`src/rtl/zynq_mini_panel_io_if.sv`:
```
// Front-panel bundle for zynq_mini_panel_io: raw keys in, LEDs and key/mode/duty status out.
// The slave modport is the panel controller; the master modport is the board top or a bench.
interface zynq_mini_panel_io_if #(
  parameter int N_LED    = 4,
  parameter int N_KEY    = 2,
  parameter int PWM_BITS = 8
);
  logic [N_KEY-1:0]    PL_KEY_tri_i;
  logic [N_LED-1:0]    PL_LED_tri_o;
  logic [N_KEY-1:0]    key_state_o;
  logic [N_KEY-1:0]    key_press_o;
  logic [1:0]          mode_o;
  logic [PWM_BITS-1:0] duty_o;

  modport master (
    output PL_KEY_tri_i,
    input  PL_LED_tri_o, key_state_o, key_press_o, mode_o, duty_o
  );

  modport slave (
    input  PL_KEY_tri_i,
    output PL_LED_tri_o, key_state_o, key_press_o, mode_o, duty_o
  );
endinterface

```
`src/rtl/zynq_mini_panel_io.sv`:
```
// Front-panel controller: per-key sync/debounce/press detect, and an OFF/STATIC/BLINK/PWM LED mode FSM.
// Optional key1 auto-repeat is built only when ZYNQ_MINI_KEY_AUTOREPEAT_EN is defined.
module zynq_mini_panel_io #(
  parameter int CLK_HZ      = 50_000_000,
  parameter int N_LED       = 4,
  parameter int N_KEY       = 2,
  parameter int DEBOUNCE_MS = 20,
  parameter int BLINK_HZ    = 2,
  parameter int PWM_BITS    = 8
) (
  input  logic                  PL_CLK_50M,
  input  logic                  PL_RST_N,
  zynq_mini_panel_io_if.slave   panel
);

  localparam int DEB_CYCLES = CLK_HZ / 1000 * DEBOUNCE_MS;
  localparam int HALF_CYC   = CLK_HZ / (2 * BLINK_HZ);
  localparam int DEB_W      = $clog2(DEB_CYCLES + 1);
  localparam int PRE_W      = $clog2(HALF_CYC + 1);

  localparam logic [PWM_BITS-1:0] DUTY_RESET = PWM_BITS'(1) << (PWM_BITS - 1);
  localparam logic [PWM_BITS-1:0] DUTY_STEP  = PWM_BITS'(1) << (PWM_BITS - 3);
  localparam logic [N_LED-1:0]    PAT_RESET  = N_LED'(1);

  typedef enum logic [1:0] {
    MODE_OFF    = 2'd0,
    MODE_STATIC = 2'd1,
    MODE_BLINK  = 2'd2,
    MODE_PWM    = 2'd3
  } mode_e;

  logic [N_KEY-1:0]    sync1, sync2, key_state, key_press_q, press_vec;
  logic [DEB_W-1:0]    deb_cnt [N_KEY];
  mode_e               mode_q, mode_d;
  logic [N_LED-1:0]    pattern_q, pattern_d, led_q, led_d;
  logic [PWM_BITS-1:0] duty_q, duty_d, pwm_cnt;
  logic [PRE_W-1:0]    pre_cnt;
  logic                blink_phase, pwm_on;

  // Raw keys are active-low; the synchroniser output is 1 = pressed. A press pulse
  // is emitted only on the accepted 0->1 transition of the debounced state.
  always_ff @(posedge PL_CLK_50M or negedge PL_RST_N) begin
    if (!PL_RST_N) begin
      sync1       <= '0;
      sync2       <= '0;
      key_state   <= '0;
      key_press_q <= '0;
      for (int i = 0; i < N_KEY; i++) deb_cnt[i] <= '0;
    end else begin
      sync1       <= ~panel.PL_KEY_tri_i;
      sync2       <= sync1;
      key_press_q <= '0;
      for (int i = 0; i < N_KEY; i++) begin
        if (sync2[i] == key_state[i]) begin
          deb_cnt[i] <= '0;
        end else if (deb_cnt[i] == DEB_W'(DEB_CYCLES - 1)) begin
          key_state[i]   <= ~key_state[i];
          key_press_q[i] <= ~key_state[i];
          deb_cnt[i]     <= '0;
        end else begin
          deb_cnt[i] <= deb_cnt[i] + DEB_W'(1);
        end
      end
    end
  end

`ifdef ZYNQ_MINI_KEY_AUTOREPEAT_EN
  localparam int REP_FIRST = CLK_HZ / 2;
  localparam int REP_NEXT  = CLK_HZ / 10;
  localparam int REP_W     = $clog2(REP_FIRST + 1);

  logic [REP_W-1:0] rep_cnt;
  logic             rep_armed, rep_pulse;

  // First repeat after the long hold interval, then at the shorter rate; release clears it all.
  always_ff @(posedge PL_CLK_50M or negedge PL_RST_N) begin
    if (!PL_RST_N) begin
      rep_cnt   <= '0;
      rep_armed <= 1'b0;
      rep_pulse <= 1'b0;
    end else if (!key_state[1]) begin
      rep_cnt   <= '0;
      rep_armed <= 1'b0;
      rep_pulse <= 1'b0;
    end else begin
      rep_pulse <= 1'b0;
      if (rep_cnt == (rep_armed ? REP_W'(REP_NEXT - 1) : REP_W'(REP_FIRST - 1))) begin
        rep_pulse <= 1'b1;
        rep_armed <= 1'b1;
        rep_cnt   <= '0;
      end else begin
        rep_cnt <= rep_cnt + REP_W'(1);
      end
    end
  end

  always_comb begin
    press_vec    = key_press_q;
    press_vec[1] = key_press_q[1] | rep_pulse;
  end
`else
  always_comb begin
    press_vec = key_press_q;
  end
`endif

  always_ff @(posedge PL_CLK_50M or negedge PL_RST_N) begin
    if (!PL_RST_N) begin
      mode_q    <= MODE_OFF;
      pattern_q <= PAT_RESET;
      duty_q    <= DUTY_RESET;
    end else begin
      mode_q    <= mode_d;
      pattern_q <= pattern_d;
      duty_q    <= duty_d;
    end
  end

  // Key0 has priority: a simultaneous key1 press is dropped.
  always_comb begin
    mode_d    = mode_q;
    pattern_d = pattern_q;
    duty_d    = duty_q;
    if (press_vec[0]) begin
      case (mode_q)
        MODE_OFF:    mode_d = MODE_STATIC;
        MODE_STATIC: mode_d = MODE_BLINK;
        MODE_BLINK:  mode_d = MODE_PWM;
        default:     mode_d = MODE_OFF;
      endcase
    end else if (press_vec[1]) begin
      case (mode_q)
        MODE_STATIC, MODE_BLINK: pattern_d = (pattern_q << 1) | (pattern_q >> (N_LED - 1));
        MODE_PWM:                duty_d    = duty_q + DUTY_STEP;
        default:                 ;
      endcase
    end
  end

  always_ff @(posedge PL_CLK_50M or negedge PL_RST_N) begin
    if (!PL_RST_N) begin
      pre_cnt     <= '0;
      blink_phase <= 1'b0;
      pwm_cnt     <= '0;
      led_q       <= '0;
    end else begin
      if (pre_cnt == PRE_W'(HALF_CYC - 1)) begin
        pre_cnt     <= '0;
        blink_phase <= ~blink_phase;
      end else begin
        pre_cnt <= pre_cnt + PRE_W'(1);
      end
      pwm_cnt <= pwm_cnt + PWM_BITS'(1);
      led_q   <= led_d;
    end
  end

  assign pwm_on = (pwm_cnt < duty_q);

  always_comb begin
    led_d = '0;
    case (mode_q)
      MODE_STATIC: led_d = pattern_q;
      MODE_BLINK:  led_d = pattern_q & {N_LED{blink_phase}};
      MODE_PWM:    led_d = pattern_q & {N_LED{pwm_on}};
      default:     led_d = '0;
    endcase
  end

  assign panel.PL_LED_tri_o = led_q;
  assign panel.key_state_o  = key_state;
  assign panel.key_press_o  = press_vec;
  assign panel.mode_o       = mode_q;
  assign panel.duty_o       = duty_q;

endmodule

```
`src/flat_wrapper.sv`:
```
// flat-port wrapper written by rule: the top's interface ports become plain ports
module zynq_mini_panel_io_flat 
#(
  parameter int CLK_HZ      = 50_000_000,
  parameter int N_LED       = 4,
  parameter int N_KEY       = 2,
  parameter int DEBOUNCE_MS = 20,
  parameter int BLINK_HZ    = 2,
  parameter int PWM_BITS    = 8
)
  (PL_CLK_50M, PL_RST_N, panel_PL_KEY_tri_i, panel_PL_LED_tri_o, panel_key_state_o, panel_key_press_o, panel_mode_o, panel_duty_o);
  zynq_mini_panel_io_if #(.N_LED(N_LED), .N_KEY(N_KEY), .PWM_BITS(PWM_BITS)) panel_i ();
  input  logic PL_CLK_50M;
  input  logic PL_RST_N;
  input wire logic [$bits(panel_i.PL_KEY_tri_i)-1:0] panel_PL_KEY_tri_i;
  output wire logic [$bits(panel_i.PL_LED_tri_o)-1:0] panel_PL_LED_tri_o;
  output wire logic [$bits(panel_i.key_state_o)-1:0] panel_key_state_o;
  output wire logic [$bits(panel_i.key_press_o)-1:0] panel_key_press_o;
  output wire logic [$bits(panel_i.mode_o)-1:0] panel_mode_o;
  output wire logic [$bits(panel_i.duty_o)-1:0] panel_duty_o;
  assign panel_i.PL_KEY_tri_i = panel_PL_KEY_tri_i;
  assign panel_PL_LED_tri_o = panel_i.PL_LED_tri_o;
  assign panel_key_state_o = panel_i.key_state_o;
  assign panel_key_press_o = panel_i.key_press_o;
  assign panel_mode_o = panel_i.mode_o;
  assign panel_duty_o = panel_i.duty_o;
  zynq_mini_panel_io #(.CLK_HZ(CLK_HZ), .N_LED(N_LED), .N_KEY(N_KEY), .DEBOUNCE_MS(DEBOUNCE_MS), .BLINK_HZ(BLINK_HZ), .PWM_BITS(PWM_BITS)) u_core (.PL_CLK_50M(PL_CLK_50M), .PL_RST_N(PL_RST_N), .panel(panel_i));
endmodule
```
`config.mk`:
```
export PLATFORM = sky130hd
export DESIGN_NAME = zynq_mini_panel_io_flat
export DESIGN_NICKNAME = d
export VERILOG_FILES = /design/src/rtl/zynq_mini_panel_io_if.sv /design/src/rtl/zynq_mini_panel_io.sv /design/src/flat_wrapper.sv
export SDC_FILE = /design/constraint.sdc
export NUM_CORES = 1
export LEC_CHECK = 0
export CAP_MARGIN = 30
export CORE_ASPECT_RATIO = 1.25
export CORE_UTILIZATION = 45
export DETAILED_ROUTE_END_ITERATION = 7
export PLACE_DENSITY = 0.68
export SETUP_SLACK_MARGIN = 0.15
export SYNTH_ARGS = -nofsm -noshare
export SYNTH_HDL_FRONTEND = slang
export SYNTH_SLANG_ARGS = --single-unit
```
`constraint.sdc`:
```
create_clock -name PL_CLK_50M -period 2.5 [get_ports PL_CLK_50M]
set_input_delay 0.5 -clock PL_CLK_50M [delete_from_list [all_inputs] [get_ports PL_CLK_50M]]
set_output_delay 0.5 -clock PL_CLK_50M [all_outputs]
set_load 0.03 [all_outputs]
```
Word level (Yosys, flattened, before mapping). Index checks and enable logic that the tools add are counted.

Flip-flop bits (word level): 99. Bits of input ports: 4. Output and inout bits: 18. Word-level logic and storage cells: 55.

Magnitude comparators: 1. Bitwise logic cells: 10. Equal/unequal tests: 8. Reduce and logical (&&, ||, !) cells: 6. Add/subtract/negate cells: 5. Muxes and demuxes: 11.

Operator list (count): 2-to-1 mux 20 bit (4); adder 20 x 1 -> 20 bit, second input constant (2); == test 20 bit, second input constant (2); adder 24 x 1 -> 24 bit, second input constant (1); == test 24 bit, second input constant (1); 2-to-1 mux 24 bit (1); one-hot mux 4 bit (3 select lines) (1); adder 8 x 1 -> 8 bit, second input constant (1); adder 8 x 6 -> 8 bit, second input constant (1); AND 4 bit (2); less-than comparator 8 bit (1); inverter 1 bit (6); one-hot mux 2 bit (3 select lines) (1); AND reduction 3 bit (2); == test 2 bit, second input constant (2); 2-to-1 mux 1 bit (4); bitwise OR 4 x 1 -> 4 bit (1); AND reduction 2 bit (2); == test 1 bit (2); == test 2 x 1 -> 1 bit, second input constant (1); logical NOT 2 bit (1); inverter 2 bit (1); OR reduction 2 bit (1).

Depth between registers and ports, before layout.
Word-level depth: 3. Depth in mapped cells: 6. Gate-level depth less buffers: 5.

Worst setup path after synthesis. No wires, ideal clock.

Path kind: register -> register. Start: register u_core.deb_cnt[20] in the netlist's numbering. End: register u_core.deb_cnt[25] in the netlist's numbering. Library setup time: 0.121 ns. Slack: 0.723 ns. Path buffers: 1. Clock period less this slack: 1.777 ns. Cell stages (with the launch flop): 7. Data arrival time: 1.656 ns. Cells stage by stage: dfrtp_1 > ha_1 > and4_2 > nand2_1 > o21ai_1 > buf_2 > nor2_1.

Word-level cells in the longest chain between the ends: 3. Elaborated cells on any way between the ends: 4. Classes of those cells: add/sub: 1; eq/ne: 1; mux: 2.

RTL lines: start: declaration (RTL line zynq_mini_panel_io.sv:33) `logic [DEB_W-1:0] deb_cnt [N_KEY];`; start signal: indexed assignment (RTL line zynq_mini_panel_io.sv:61) `deb_cnt[i] <= deb_cnt[i] + DEB_W'(1);`; adder 20 x 1 -> 20 bit / == test 20 bit (equally long branches) (RTL line zynq_mini_panel_io.sv:61, zynq_mini_panel_io.sv:56); 2-to-1 mux 20 bit (*) (RTL line zynq_mini_panel_io.sv:56) `end else if (deb_cnt[i] == DEB_W'(DEB_CYCLES - 1)) begin`; 2-to-1 mux 20 bit (*) (RTL line zynq_mini_panel_io.sv:54) `if (sync2[i] == key_state[i]) begin`.

Mark *: on every way between the ends. The rest lies on a longest branch, timed or not. A chain may end at the register's enable or synchronous reset.

Worst setup path after layout.
Start: register u_core.duty_q[7] (netlist: u_core.panel.duty_o[7]). End: output port panel_duty_o[7].

RTL lines: start: declaration (RTL line zynq_mini_panel_io.sv:36) `logic [PWM_BITS-1:0] duty_q, duty_d, pwm_cnt;`; start signal: assignment (RTL line zynq_mini_panel_io.sv:115) `duty_q <= duty_d;`; end: declaration (RTL line flat_wrapper.sv:20) `output wire logic [$bits(panel_i.duty_o)-1:0] panel_duty_o;`.

No word-level cell between the ends.

==> impl_results.html <==
<table>
<tr><th>Metric</th><th>Value</th></tr>
<tr><th colspan="2">Clock tree</th></tr>
<tr><td>Number of buffers inserted to repair setup after CTS</td><td>0</td></tr>
<tr><td>H-tree lvl count</td><td>3</td></tr>
<tr><td>Latest clock arrival within the worst-skew pair</td><td>0.34 ns</td></tr>
<tr><td>Buffer depth of the longest clock path</td><td>2</td></tr>
<tr><td>Clock root buffer</td><td>sky130_fd_sc_hd__clkbuf_16</td></tr>
<tr><td>Number of buffers created by CTS</td><td>9</td></tr>
<tr><td>Number of sinks on the clock net</td><td>94</td></tr>
<tr><td>CTS clock-pin slew for the worst setup and hold paths</td><td>0.07 ns</td></tr>
<tr><td>Resized cells post-CTS</td><td>0</td></tr>
<tr><td>TritonCTS clock tree</td><td>built</td></tr>
<tr><td>Number of buffers added to fix hold violations after cts</td><td>0</td></tr>
<tr><th colspan="2">Final layout</th></tr>
<tr><td>Syn-to-layout area delta</td><td>13.16%</td></tr>
<tr><td>Final net count</td><td>462</td></tr>
<tr><td>Total area of multi-input combinational cells</td><td>0.001976 sq mm</td></tr>
<tr><td>Storage cell area</td><td>0.002355 sq mm</td></tr>
<tr><td>Final Util</td><td>52.51%</td></tr>
<tr><td>Post-Layout Cell Count</td><td>578</td></tr>
<tr><td>Diode count</td><td>0</td></tr>
<tr><td>Fraction of final layout cells with drive strength greater than 1</td><td>7.743%</td></tr>
<tr><td>FILL cells</td><td>861</td></tr>
<tr><th colspan="2">Yosys</th></tr>
<tr><td>Register bit count reported by yosys</td><td>94</td></tr>
<tr><td>Yosys synthesis warning count</td><td>0</td></tr>
<tr><td>Mapped Avg Cell Area</td><td>10.42 sq um</td></tr>
<tr><td>Syn Inst Count</td><td>428</td></tr>
<tr><td>Post-synthesis sequential area ratio</td><td>52.81%</td></tr>
<tr><td>Unique cell type count in the Yosys netlist</td><td>42</td></tr>
<tr><td>Synthesized cell area</td><td>0.004459 sq mm</td></tr>
<tr><th colspan="2">Placed design</th></tr>
<tr><td>Detailed Place HPWL</td><td>5516 microns</td></tr>
<tr><td>Placed cell count</td><td>562</td></tr>
<tr><td>Port bufs</td><td>16</td></tr>
<tr><td>Placer's final routability congestion estimate</td><td>0.8594</td></tr>
<tr><th colspan="2">Route</th></tr>
<tr><td>Vias</td><td>3147</td></tr>
<tr><td>Per-cell routed wire length</td><td>13.91 microns</td></tr>
<tr><td>Number of remaining DRC errors</td><td>0</td></tr>
<tr><td>Ratio of routed vias to standard cells</td><td>5.445</td></tr>
<tr><td>Overall routed net length</td><td>8042 microns</td></tr>
<tr><td>Drt first pass iters</td><td>4</td></tr>
<tr><td>Residual antenna-violating net count after detailed routing</td><td>0</td></tr>
<tr><td>Initial detailed-routing violation count</td><td>113</td></tr>
<tr><th colspan="2">Floorplan</th></tr>
<tr><td>Number of I/O pins</td><td>22</td></tr>
<tr><td>Vert. Die Dim</td><td>113.3 microns</td></tr>
<tr><td>Core area</td><td>0.009609 sq mm</td></tr>
<tr><td>Total number of placement rows</td><td>40</td></tr>
<tr><td>Area of the die</td><td>0.01031 sq mm</td></tr>
<tr><td>Initial cell density of the core</td><td>46.41%</td></tr>
<tr><td>Overall die width</td><td>91.04 microns</td></tr>
<tr><th colspan="2">GRT</th></tr>
<tr><td>Initial antenna violation count</td><td>0</td></tr>
<tr><td>Maximum number of pins on one net before global-route repair</td><td>42</td></tr>
<tr><td>Wire length of the first global-routing pass</td><td>14050 microns</td></tr>
<tr><td>Via count of the first global-routing pass</td><td>3044</td></tr>
<tr><td>Overflow after GRT</td><td>0</td></tr>
<tr><td>Gr usage total</td><td>17.28%</td></tr>
<tr><th colspan="2">Pwr</th></tr>
<tr><td>Peak supply drop</td><td>0.0003049 V</td></tr>
<tr><td>LEAKAGE</td><td>0.002114 uW</td></tr>
<tr><td>Pwr Density</td><td>582.1 mW/mm^2</td></tr>
<tr><th colspan="2">Setup path</th></tr>
<tr><td>Sort of element at the end of the critical path</td><td>primary output</td></tr>
<tr><td>Series of cell instances along the critical path</td><td>clkdlybuf4s50_1</td></tr>
<tr><td>Startpoint class of the critical path</td><td>flip-flop</td></tr>
<tr><td>Worst endpoint data arrival time</td><td>1.57 ns</td></tr>
<tr><td>Slowest stage cell, crit path</td><td>sky130_fd_sc_hd__clkdlybuf4s50_1</td></tr>
<tr><td>Max Fanout on Critical Path</td><td>3</td></tr>
<tr><td>Endpoint required time on the critical path</td><td>2.00 ns</td></tr>
<tr><td>Largest stage delay on the critical path</td><td>0.68 ns</td></tr>
<tr><td>Worst path buffer plus inverter count</td><td>1</td></tr>
<tr><td>Cell type group with the largest total delay on the critical path</td><td>buffers and inverters</td></tr>
<tr><td>Critical setup path kind</td><td>reg2out</td></tr>
<tr><th colspan="2">Timing</th></tr>
<tr><td>Part of the cycle the worst path needs</td><td>82.80%</td></tr>
<tr><td>Worst-margin pin slew</td><td>0.5513 ns</td></tr>
<tr><td>Post-route clock skew</td><td>0.005722 ns</td></tr>
<tr><td>Number of max-slew violations in the final report</td><td>0</td></tr>
<tr><td>TNS Setup</td><td>0 ns</td></tr>
<tr><td>Headroom to the max-slew limit</td><td>63.25%</td></tr>
<tr><td>FMAX</td><td>483.1 MHz</td></tr>
<tr><td>Clock period minus final worst setup slack</td><td>2.070 ns</td></tr>
<tr><td>Hold Violations, Final</td><td>0</td></tr>
<tr><td>Final setup vio count</td><td>0</td></tr>
<tr><td>RSZ-0062 raised after global routing</td><td>no</td></tr>
<tr><th colspan="2">Hold path</th></tr>
<tr><td>Worst min-delay path category</td><td>in2async</td></tr>
<tr><th colspan="2">Run status</th></tr>
<tr><td>Outcome</td><td>complete, no violations</td></tr>
<tr><th colspan="2">Run</th></tr>
<tr><td>Number of violations of the max-capacitance limit</td><td>0</td></tr>
</table>
-- where the power goes --
group	leakage, uW	internal [uW]	total (uW)	switching, uW
combinational	0.000707	19.7	79.1	59.4
clock	0.000144	739	1320	578
sequential	0.00126	1530	1540	9.45
-- layout by cell type (no fill, tap or decap), types with 2 or more instances in the layout --
| cell type | n |
|---|---|
| sky130_fd_sc_hd__a21oi_1 | 19 |
| sky130_fd_sc_hd__and2_1 | 5 |
| sky130_fd_sc_hd__and3_1 | 7 |
| sky130_fd_sc_hd__and4_1 | 9 |
| sky130_fd_sc_hd__buf_4 | 4 |
| sky130_fd_sc_hd__clkbuf_16 | 9 |
| sky130_fd_sc_hd__clkbuf_8 | 2 |
| sky130_fd_sc_hd__clkdlybuf4s50_1 | 15 |
| sky130_fd_sc_hd__conb_1 | 5 |
| sky130_fd_sc_hd__dfrtp_1 | 92 |
| sky130_fd_sc_hd__dfstp_2 | 2 |
| sky130_fd_sc_hd__ha_1 | 11 |
| sky130_fd_sc_hd__inv_1 | 17 |
| sky130_fd_sc_hd__mux2_2 | 7 |
| sky130_fd_sc_hd__mux2i_1 | 3 |
| sky130_fd_sc_hd__nand2_1 | 24 |
| sky130_fd_sc_hd__nand2b_1 | 7 |
| sky130_fd_sc_hd__nand3_1 | 25 |
| sky130_fd_sc_hd__nand4_1 | 22 |
| sky130_fd_sc_hd__nor2_1 | 37 |
| sky130_fd_sc_hd__nor2b_1 | 2 |
| sky130_fd_sc_hd__nor3_1 | 7 |
| sky130_fd_sc_hd__nor4_1 | 5 |
| sky130_fd_sc_hd__nor4b_1 | 2 |
| sky130_fd_sc_hd__nor4bb_1 | 3 |
| sky130_fd_sc_hd__o21ai_0 | 16 |
| sky130_fd_sc_hd__o22ai_1 | 3 |
| sky130_fd_sc_hd__o31ai_1 | 6 |
| sky130_fd_sc_hd__or3_1 | 13 |
| sky130_fd_sc_hd__or4_1 | 7 |
| sky130_fd_sc_hd__xnor2_1 | 21 |
| sky130_fd_sc_hd__xor2_1 | 27 |
-- through the flow --
stage | instance area, sq um | hold WS [ns] | setup WS [ns] | power (uW)
finish | 5046 | 0.1426 | 0.4301 | 2937
detailed placement | 4752 | 0.3356 | 0.6207 | 1652
floorplan | 4474 | 0.2044 | 0.7229 | 1609
CTS | 5046 | 0.1621 | 0.4080 | 2988
global placement | 4752 | 0.3341 | 0.6642 | 1650
global route | 5046 | 0.1979 | 0.4010 | 3053
-- cell usage after synthesis (all sizes together) --
cell type	number	area, sq um
a21o	1	7.510
and2	5	31.28
or4	7	52.55
o22ai	3	18.77
dfrtp	92	2302
xnor2	21	183.9
or3	13	81.33
a211o	1	8.760
a31oi	1	6.260
and4	10	88.84
nor2b	2	12.51
ha	11	137.6
xor2	27	236.5
inv	17	63.81
o211ai	1	7.510
nor2	38	145.1
conb	1	3.750
a21oi	19	95.09
nand2b	7	43.79
nand2	24	90.09
mux2i	3	30.03
nor4b	2	17.52
buf	10	62.56
nand4	22	137.6
dfstp	2	52.55
nor4	5	31.28
or3b	1	8.760
and3	7	43.79
and3b	1	8.760
o31ai	7	52.55
mux2	7	78.83
nand3	26	135.1
o21ai	17	85.08
clkbuf	6	22.52
or4b	1	10.01
nor4bb	3	30.03
nor3	7	35.03
-- cell families after synthesis --
kind of cell / count (synthesis) / share of synthesized area, %
AOI/OAI and AO/OA: 50 / 6.313
buffers and inverters: 33 / 3.339
other: 1 / 0.08409
adders and majority gates: 11 / 3.086
DFF: 94 / 52.81
and+or+nand+nor: 181 / 22.50
muxes: 10 / 2.441
xor gates and xnor gates: 48 / 9.428
-- layer usage --
metal | wire length (microns) | global-route usage, % | up-vias
li1 | - | - | 1553
met1 | 3591 | 21.18 | 1521
met2 | 4033 | 29.29 | 55
met3 | 236 | 3.562 | 18
met4 | 181 | 8.042 | 0
met5 | 0 | 0 | -
-- area by class of cell --
| class | count | share of cell area (%) |
|---|---|---|
| well taps | 126 | 3.124 |
| repair buffers | 20 | 3.967 |
| inverters | 17 | 1.265 |
| clock inverters | 5 | 0.8182 |
| clock buffers | 11 | 5.009 |
| flip-flops and latches | 94 | 46.67 |
| multi-input cells | 305 | 39.15 |
-- registers in the layout (all words and copies together) (netlist names) --
name	cells
u_core.pattern_q	4
u_core.pre_cnt	24
u_core.panel.key_state_o	2
u_core.sync2	2
u_core.panel.mode_o	2
u_core.sync1	2
u_core.panel.key_press_o	2
u_core.pwm_cnt	8
u_core.panel.duty_o	3
u_core.deb_cnt	40
u_core.panel.PL_LED_tri_o	4
u_core.blink_phase	1
-- path summary, 6_finish.rpt --
check	startpoint	endpoint	slack, ns	cells after the start
worst max-delay path	u_core.panel.duty_o[7]	panel_duty_o[7]	0.43	1
worst min-delay path	PL_RST_N	u_core.pre_cnt[20]	0.14	1
worst max register to register	u_core.deb_cnt[26]	u_core.deb_cnt[37]	0.57	4
worst min register to register	u_core.sync1[1]	u_core.sync2[1]	0.35	0
max in group asynchronous	PL_RST_N	u_core.panel.duty_o[7]	1.62	2
min in group PL_CLK_50M	u_core.sync1[1]	u_core.sync2[1]	0.35	0
(Power assumes the default switching activity.)
